### src/rtl/lcd_bridge_pkg.sv
`default_nettype none
// ============================================================================
// Module   : lcd_bridge_pkg
// Brief    : Shared constants, FSM encoding and frame builder for the LCD bridge
// Revision : 1.0 - initial release
// ============================================================================
package lcd_bridge_pkg;

    localparam int   CTL_RS     = 1;
    localparam int   CTL_RW     = 0;
    localparam logic RW_WRITE   = 1'b1;
    localparam int   FRAME_BITS = 16;
    localparam int   CTL_BITS   = 8;

    typedef enum logic [2:0] {
        ST_IDLE  = 3'd0,
        ST_SETUP = 3'd1,
        ST_HI    = 3'd2,
        ST_LO    = 3'd3,
        ST_HOLD  = 3'd4,
        ST_GAP   = 3'd5
    } spi_state_t;

    // Control byte occupies the upper half so it goes out first, MSB first.
    function automatic logic [FRAME_BITS-1:0] make_frame(
        input logic       rs,
        input logic       rw,
        input logic [7:0] data
    );
        logic [FRAME_BITS-1:0] frame;
        frame                     = '0;
        frame[CTL_BITS + CTL_RS]  = rs;
        frame[CTL_BITS + CTL_RW]  = rw;
        frame[CTL_BITS-1:0]       = data;
        return frame;
    endfunction

endpackage
`default_nettype wire

### src/rtl/lcd_spi_tick.sv
`default_nettype none
// ============================================================================
// Module   : lcd_spi_tick
// Brief    : Loadable saturating down-counter; done while the count is zero
// Revision : 1.0 - initial release
// ============================================================================
module lcd_spi_tick #(
    parameter int WIDTH = 15
) (
    input  logic             clk,
    input  logic             rst_n,
    input  logic             load,
    input  logic [WIDTH-1:0] load_val,
    output logic [WIDTH-1:0] count,
    output logic             done
);

    logic [WIDTH-1:0] r_count;

    always_ff @(posedge clk or negedge rst_n) begin
        if (!rst_n) begin
            r_count <= '0;
        end else if (load) begin
            r_count <= load_val;
        end else if (r_count != '0) begin
            r_count <= r_count - 1'b1;
        end
    end

    assign count = r_count;
    assign done  = (r_count == '0);

endmodule
`default_nettype wire

### src/rtl/lcd_spi_master.sv
`default_nettype none
// ============================================================================
// Module   : lcd_spi_master
// Brief    : 16-bit SPI master for the LCD bridge (ctl byte + data byte)
// Revision : 1.0 - initial release
// ============================================================================
module lcd_spi_master
    import lcd_bridge_pkg::*;
#(
    parameter int SCK_HALF   = 8,
    parameter int CS_SETUP   = 4,
    parameter int GAP_CYCLES = 16384
) (
    input  logic       clk,
    input  logic       rst_n,
    input  logic       cmd_valid,
    output logic       cmd_ready,
    input  logic       cmd_rs,
    input  logic       cmd_rw,
    input  logic [7:0] cmd_data,
    output logic       rsp_valid,
    output logic [7:0] rsp_data,
    output logic       busy,
    output logic       cs,
    output logic       sck,
    output logic       mosi,
    input  logic       miso
);

    localparam int c_MAX_A = (SCK_HALF > CS_SETUP) ? SCK_HALF : CS_SETUP;
    localparam int c_MAX   = (c_MAX_A > GAP_CYCLES) ? c_MAX_A : GAP_CYCLES;
    localparam int c_CNT_W = $clog2(c_MAX) + 1;
    localparam int c_BIT_W = $clog2(FRAME_BITS);

    localparam logic [c_CNT_W-1:0] c_LD_SETUP = c_CNT_W'(CS_SETUP - 1);
    localparam logic [c_CNT_W-1:0] c_LD_HALF  = c_CNT_W'(SCK_HALF - 1);
    localparam logic [c_CNT_W-1:0] c_LD_GAP   = c_CNT_W'(GAP_CYCLES - 1);
    // Down-counter value at LO cycle SCK_HALF/2 counted from state entry.
    localparam logic [c_CNT_W-1:0] c_SAMPLE   = c_CNT_W'(SCK_HALF - 1 - SCK_HALF / 2);
    localparam logic [c_BIT_W-1:0] c_LAST_BIT = c_BIT_W'(FRAME_BITS - 1);
    localparam logic [c_BIT_W-1:0] c_RX_FIRST = c_BIT_W'(CTL_BITS);

    spi_state_t r_state;
    spi_state_t w_state_next;

    logic                  w_accept;
    logic                  w_shift_tx;
    logic                  w_sample;
    logic                  w_finish;
    logic                  w_tick_load;
    logic [c_CNT_W-1:0]    w_tick_val;
    logic [c_CNT_W-1:0]    w_tick_count;
    logic                  w_tick_done;
    logic [FRAME_BITS-1:0] w_frame;

    logic [FRAME_BITS-1:0] r_tx;
    logic [7:0]            r_rx;
    logic [c_BIT_W-1:0]    r_bit;
    logic                  r_miso_s1;
    logic                  r_miso_s2;

    assign w_frame = make_frame(cmd_rs, cmd_rw, cmd_data);

    lcd_spi_tick #(
        .WIDTH (c_CNT_W)
    ) u_tick (
        .clk      (clk),
        .rst_n    (rst_n),
        .load     (w_tick_load),
        .load_val (w_tick_val),
        .count    (w_tick_count),
        .done     (w_tick_done)
    );

    always_ff @(posedge clk or negedge rst_n) begin
        if (!rst_n) begin
            r_state <= ST_IDLE;
        end else begin
            r_state <= w_state_next;
        end
    end

    always_comb begin
        w_state_next = r_state;
        w_accept     = 1'b0;
        w_shift_tx   = 1'b0;
        w_sample     = 1'b0;
        w_finish     = 1'b0;
        w_tick_load  = 1'b0;
        w_tick_val   = c_LD_HALF;
        case (r_state)
            ST_IDLE: begin
                if (cmd_valid && cmd_ready) begin
                    w_accept     = 1'b1;
                    w_state_next = ST_SETUP;
                    w_tick_load  = 1'b1;
                    w_tick_val   = c_LD_SETUP;
                end
            end
            ST_SETUP: begin
                if (w_tick_done) begin
                    w_state_next = ST_HI;
                    w_tick_load  = 1'b1;
                end
            end
            ST_HI: begin
                if (w_tick_done) begin
                    w_state_next = ST_LO;
                    w_tick_load  = 1'b1;
                end
            end
            ST_LO: begin
                w_sample = (r_bit >= c_RX_FIRST) && (w_tick_count == c_SAMPLE);
                if (w_tick_done) begin
                    w_tick_load = 1'b1;
                    if (r_bit != c_LAST_BIT) begin
                        w_shift_tx   = 1'b1;
                        w_state_next = ST_HI;
                    end else begin
                        w_state_next = ST_HOLD;
                    end
                end
            end
            ST_HOLD: begin
                if (w_tick_done) begin
                    w_finish     = 1'b1;
                    w_state_next = ST_GAP;
                    w_tick_load  = 1'b1;
                    w_tick_val   = c_LD_GAP;
                end
            end
            ST_GAP: begin
                if (w_tick_done) begin
                    w_state_next = ST_IDLE;
                end
            end
            default: begin
                w_state_next = ST_IDLE;
            end
        endcase
    end

    // Pin outputs are registered from the next state so they align with it.
    always_ff @(posedge clk or negedge rst_n) begin
        if (!rst_n) begin
            cs        <= 1'b1;
            sck       <= 1'b0;
            mosi      <= 1'b0;
            cmd_ready <= 1'b0;
            rsp_valid <= 1'b0;
            rsp_data  <= 8'h00;
            busy      <= 1'b0;
            r_tx      <= '0;
            r_rx      <= 8'h00;
            r_bit     <= '0;
            r_miso_s1 <= 1'b0;
            r_miso_s2 <= 1'b0;
        end else begin
            r_miso_s1 <= miso;
            r_miso_s2 <= r_miso_s1;
            cmd_ready <= (w_state_next == ST_IDLE);
            busy      <= (w_state_next != ST_IDLE);
            sck       <= (w_state_next == ST_HI);
            cs        <= !(w_state_next inside {ST_SETUP, ST_HI, ST_LO, ST_HOLD});
            rsp_valid <= w_finish;
            if (w_accept) begin
                r_tx  <= w_frame;
                mosi  <= w_frame[FRAME_BITS-1];
                r_bit <= '0;
                r_rx  <= 8'h00;
            end
            if (w_shift_tx) begin
                r_tx  <= r_tx << 1;
                mosi  <= r_tx[FRAME_BITS-2];
                r_bit <= r_bit + 1'b1;
            end
            if (w_sample) begin
                r_rx <= {r_rx[6:0], r_miso_s2};
            end
            if (w_finish) begin
                rsp_data <= r_rx;
                mosi     <= 1'b0;
            end
        end
    end

endmodule
`default_nettype wire

### config.mk
export PLATFORM = sky130hd
export DESIGN_NAME = lcd_spi_master
export DESIGN_NICKNAME = d
export VERILOG_FILES = /design/src/rtl/lcd_bridge_pkg.sv /design/src/rtl/lcd_spi_tick.sv /design/src/rtl/lcd_spi_master.sv
export SDC_FILE = /design/constraint.sdc
export NUM_CORES = 1
export LEC_CHECK = 0
export CELL_PAD_IN_SITES_DETAIL_PLACEMENT = 1
export CELL_PAD_IN_SITES_GLOBAL_PLACEMENT = 2
export CORE_MARGIN = 2
export CORE_UTILIZATION = 30
export DETAILED_ROUTE_END_ITERATION = 8
export PLACE_DENSITY_LB_ADDON = 0.1
export SETUP_SLACK_MARGIN = 0.02
export SYNTH_ARGS = -nofsm -noshare
export SYNTH_HDL_FRONTEND = slang
export SYNTH_SLANG_ARGS = --single-unit
### constraint.sdc
create_clock -name clk -period 2.4 [get_ports clk]
set_input_delay 0.6 -clock clk [delete_from_list [all_inputs] [get_ports clk]]
set_output_delay 0.6 -clock clk [all_outputs]
set_load 0.1 [all_outputs]
=== Yosys cells after proc, flatten, opt, wreduce, memory -nomap -nowiden ===
Index checks and enable logic that the tools add are counted.

* Bits in registers: 61
* Input bits: 14
* Output and inout bits: 14
* Word-level logic and storage cells: 73

* Add/sub/neg operators: 2
* Magnitude comparators: 1
* Equal/unequal tests: 11
* Muxes and demuxes: 31
* Reduce and logical (&&, ||, !) cells: 14

{| class="wikitable"
|+ Operators by type and width
! cell !! number
|-
| $mux 15 || 4
|-
| $pmux 14 s2 || 1
|-
| $mux 3 || 8
|-
| $pmux 3 s6 || 1
|-
| $mux 8 || 2
|-
| $eq 15x2->1 const B || 1
|-
| $logic_not 15->1 || 1
|-
| $reduce_bool 15->1 || 1
|-
| $sub 15x1->15 const B || 1
|-
| $mux 14 || 1
|-
| $eq 3x2->1 const B || 4
|-
| $mux 1 || 11
|-
| $eq 3x3->1 const B || 3
|-
| $mux 4 || 2
|-
| $eq 3x1->1 const B || 2
|-
| $logic_not 3->1 || 2
|-
| $reduce_bool 2->1 || 3
|-
| $reduce_bool 3->1 || 2
|-
| $add 4x1->4 const B || 1
|-
| $ge 4x4->1 const B || 1
|-
| $ne 4x4->1 const B || 1
|-
| $reduce_bool 4->1 || 1
|-
| $reduce_or 4->1 || 1
|-
| $logic_and 1x1->1 || 2
|-
| other kinds (2) || 2
|}

=== Depth between registers and ports, before layout ===
* Depth in word-level cells: 7
* Depth in mapped cells: 9
* Depth with buffers taken out: 7

=== Hierarchy ===
From an unflattened synthesis, not the netlist that was laid out.

* Cells, all modules: 260
* Area, all modules: 2871.5 um2

{| class="wikitable"
|+ By module, submodules not included
! module !! instances !! cells an instance !! area each (um2)
|-
| lcd_spi_master || 1 || 181 || 2042.0
|-
| lcd_spi_tick || 1 || 79 || 829.5
|}

=== Worst setup path after synthesis ===
No wires, ideal clock.

* Path type: reg-to-reg
* Start: register cmd_ready
* End: register r_tx[9]
* Setup time: 126 ps
* Arrival time: 2140 ps
* Setup slack: 134 ps
* Cell stages (with the launch flop): 6
* Clock period less this slack: 2266 ps
* Cells stage by stage: dfrtp_1 nand4bb_1 nor2_1 a21oi_1 clkbuf_1 a221o_1

* Word-level cells in the longest chain between the ends: 4

{| class="wikitable"
|+ RTL lines
! what !! RTL line !! RTL
|-
| from (decl) || lcd_spi_master.sv:17 || <nowiki>output logic cmd_ready,</nowiki>
|-
| from (signal assigned) || lcd_spi_master.sv:161 || <nowiki>cmd_ready <= (w_state_next == ST_IDLE);</nowiki>
|-
| $logic_and 1x1->1 || lcd_spi_master.sv:93 || <nowiki>if (cmd_valid && cmd_ready) begin</nowiki>
|-
| $mux 1 || lcd_spi_master.sv:93 ||
|-
| $mux 1 || lcd_spi_master.sv:91 || <nowiki>case (r_state)</nowiki>
|-
| $reduce_bool 2->1 (no source line) || -- ||
|-
| to (signal assigned) || lcd_spi_master.sv:167 || <nowiki>r_tx <= w_frame;</nowiki>
|-
| to (signal assigned) || lcd_spi_master.sv:173 || <nowiki>r_tx <= r_tx << 1;</nowiki>
|-
| to (decl) || lcd_spi_master.sv:56 || <nowiki>logic [FRAME_BITS-1:0] r_tx;</nowiki>
|}

No other way between the ends.
A chain may end at the register's enable or synchronous reset.

=== Worst setup path after layout ===
* Start: register u_tick.r_count[0], in the netlist u_tick.count[0]
* End: register r_tx[9]

* Word-level cells in the longest chain between the ends: 4

{| class="wikitable"
|+ RTL lines
! what !! RTL line !! RTL
|-
| from (decl) || lcd_spi_tick.sv:18 || <nowiki>logic [WIDTH-1:0] r_count;</nowiki>
|-
| from (signal assigned) || lcd_spi_tick.sv:24 || <nowiki>r_count <= load_val;</nowiki>
|-
| from (signal assigned) || lcd_spi_tick.sv:26 || <nowiki>r_count <= r_count - 1'b1;</nowiki>
|-
| $logic_not 15->1 * || lcd_spi_tick.sv:31 || <nowiki>assign done = (r_count == '0);</nowiki>
|-
| $mux 1 * || lcd_spi_master.sv:114 || <nowiki>if (w_tick_done) begin</nowiki>
|-
| $mux 1 * || lcd_spi_master.sv:91 ||
|-
| $mux 15 or $reduce_bool 2->1 (tied branches) || -- ||
|}

Mark *: on every way between the ends. The rest lies on a longest branch, timed or not.

==> summary.md <==
| Metric | Value |
|---|---|
| Status | complete, no violations |
| Slew headroom | 62.51% |
| Top post-synthesis cells by area | dfrtp_1 53%, o21ai_0 3.7%, mux2_2 3.6% |
| Tightest Hold Check Type | primary input to async pin |
| Hold_buf cts | 0 |
| CP Capture Type | flop |
| VDD IR max | 0.0002845 V |
| Largest family of logic cells by synthesized area | simple AND/OR/NAND/NOR gates |
| Mean post-synth cell area | 10.66 um^2 |
| Clock skew | 14.39 ps |
| Postcts setup bufs | 0 |
| Post-synthesis compound-gate area fraction | 14.05% |
| Fillers | about 1,000 |
| Cell area after placement | 3228 um^2 |
| Post-synth cell types | 49 |
| Post-synthesis cell area | ~2800 um^2 |
| Power Density | 567.8 nW/um^2 |
| Final Max Slew Viols | 0 |
| Clock Path Buffers | 2 |
| Vias in the first global route | 2,292 |
| GR Util All Layers | between 10% and 20% |
| Critical path fanouts, max | 9 |
| Warnings from Yosys | 0 |
| TritonCTS buffer count | 9 |
| Die height | 101.0 um |
| Worst endpoint data arrival time | about 2300 ps |
| CP required | 2620 ps |
| Yosys reg bits | 61 |
| Detail Placement HPWL | approximately 4500 um |
| Worst Tran Pin Value | between 500 and 600 ps |
| Nets@finish | roughly 320 |
| Post-synthesis xor/xnor area fraction | under 10% |
| Max cap viols | 0 |
| Most used DFF post-synth | dfrtp_1 |
| Chip Width | 101.0 um |
| Sequential share of the synthesized area | 54.10% |
| DIE AREA | 10,210 um^2 |
| Sequential Area | roughly 1500 um^2 |
| CTS tree | built |
| Fin crit share | between 80 and 90% |
| Post-route antenna net violation count | 0 |
| Total core area | roughly 9200 um^2 |
| Simple-gate area share of the yosys netlist | 19.63% |
| Clock transition at the registers of the reported paths | 80 ps |
| Final min period | 2111 ps |
| Hold_ws | 247.3 ps |
| Initial antenna violation count | 0 |
| CTS HTree Levels | 3 |
| Detail-routed net length per standard cell | roughly 17 um |
| Total congestion overflow | 0 |
| First-pass GRT wire length | 11,940 um |
| Largest net degree at the start of global routing | 62 |
| DP Cell Count | 399 |
| Clock Tree Root | clkbuf_8 |
| Final setup viols | 0 |
| Most frequent cells in the layout | 60 x dfrtp_1, 27 x buf_4, 21 x o21ai_0 |
| Final GP Congestion | 0.7203 |
| Worst-Skew Late Latency | around 350 ps |
| PortBufs | 27 |
| Area growth syn-to-layout | 20.78% |
| Clock sinks | 61 |
| Final hold violation count | 0 |
| RSZ-0062 raised after global routing | no |
| DR vias/cell | ~5.2 |
| Setup TNS | 0 ps |
| Crit Path Class | flop to flop |
| Most common cell after layout, fill and taps aside | dfrtp_1 |
| Design Area, Final | between 3000 and 4000 um^2 |
| Synth Instances | 265 |
| Via count | 2,164 |
| Post-Synth Adder-Cell Area | 1.772% |
| Starting Density | between 30% and 40% |
| Site Rows | 35 |
| Mux cell area share after synthesis | 3.943% |
| Post-synth EDFFs | 0 |
| N_diodes | 0 |
| Layout cells sized above 1 | between 20% and 30% |
| Final wirelength | 6948 um |
| Pre-Repair DR Iteration Count | 4 |
| Synth Net Count | 283 |
| Fmax | 473.6 MHz |
| Leak | 1.534 nW |
| Fraction of registers with async set/reset | 100.0% |
| Post-Layout Cell Count | 415 |
| Startpoint Class | flop |
| Core Util, Final | 37.09% |
| Detailed router's first-iteration violation count | 83 |
| Multi-input gate area | 1191 um^2 |
| Yosys top cell by area | dfrtp_1 |
| DR DRC count | 0 |
| Top cell type's share of synthesized area | 53.17% |
| CTS resizes | 0 |
| # IOs | 28 |
-- cells in the mapped netlist, types with 3 or more instances --
| cell type | number |
|---|---|
| mux2_2 | 9 |
| xnor2_1 | 9 |
| nand3_1 | 18 |
| nor4_1 | 6 |
| or4_1 | 3 |
| dfrtp_1 | 60 |
| buf_2 | 6 |
| clkbuf_1 | 11 |
| a21oi_1 | 11 |
| ha_1 | 4 |
| nor2_1 | 11 |
| a221o_1 | 10 |
| inv_1 | 6 |
| nand2_1 | 19 |
| and3_1 | 9 |
| nor3_1 | 10 |
| a21o_1 | 3 |
| o21ai_0 | 21 |
| or2_2 | 4 |
-- logic make-up (layout without fill, tap and decap cells) --
group,after synthesis,after routing
flops,61,61
xor+xnor,9,9
buf+inv,24,63
fa+ha+maj,4,4
mux,10,10
compound gates,59,59
simple gates,98,98
-- critical path: stages (launching register included) --
cell	delay (ps)
dfrtp_1	430
inv_1	90
ha_1	200
nor3b_1	300
and4_1	330
a21oi_1	150
buf_4	200
a221o_1	290
-- flip-flops by register name, summed over array words and instances, names as in the netlist --
name and count:
rsp_valid 1, rsp_data 8, mosi 1, sck 1, r_tx 15, u_tick.count 15
busy 1, cmd_ready 1, r_state 3, r_miso_s2 1, r_bit 4, r_rx 8
r_miso_s1 1, cs 1
-- report_power, final --
| part | internal, W | leakage [nW] | switching, W |
|---|---|---|---|
| sequential | 0.00103 | 0.694 | 0.000000350 |
| combinational | 0.0000212 | 0.743 | 0.0000234 |
| clock | 0.000410 | 0.0970 | 0.000453 |
| total | 0.00146 | 1.53 | 0.000477 |
-- layout make-up --
cell class | count | share of cell area, %
tap | 111 | 4.072
clock inverter | 6 | 1.321
clock buffer | 10 | 4.035
inverter | 6 | 0.6603
multi-input combinational | 180 | 34.92
sequential | 61 | 44.79
timing repair buffer | 41 | 10.20
-- through the flow --
step / setup slack (ps) / power (W)
3_5_place_dp: 145.9 / 0.001097
2_1_floorplan: 133.9 / 0.001050
4_1_cts: 256.2 / 0.001968
3_3_place_gp: 190.2 / 0.001097
5_1_grt: 74.51 / 0.002014
6_report: 288.7 / 0.001937
-- layer usage --
layer / track usage [%] / share of wire [%]
met1: 21.60 / 52
met2: 22.62 / 44
met3: 3.537 / 2.7
met4: 5.301 / 1.3
met5: 0 / 0
-- final timing paths --
kind	start	endpoint	slack [ps]	cells past startpoint
min in group clk	r_miso_s1	r_miso_s2	350	0
min	rst_n	r_state[0]	250	2
max	u_tick.count[0]	r_tx[9]	290	7
max reg2reg	u_tick.count[0]	r_tx[9]	290	7
min reg2reg	r_miso_s1	r_miso_s2	350	0
max in group asynchronous	rst_n	u_tick.count[14]	1850	2
(Power assumes the default switching activity.)
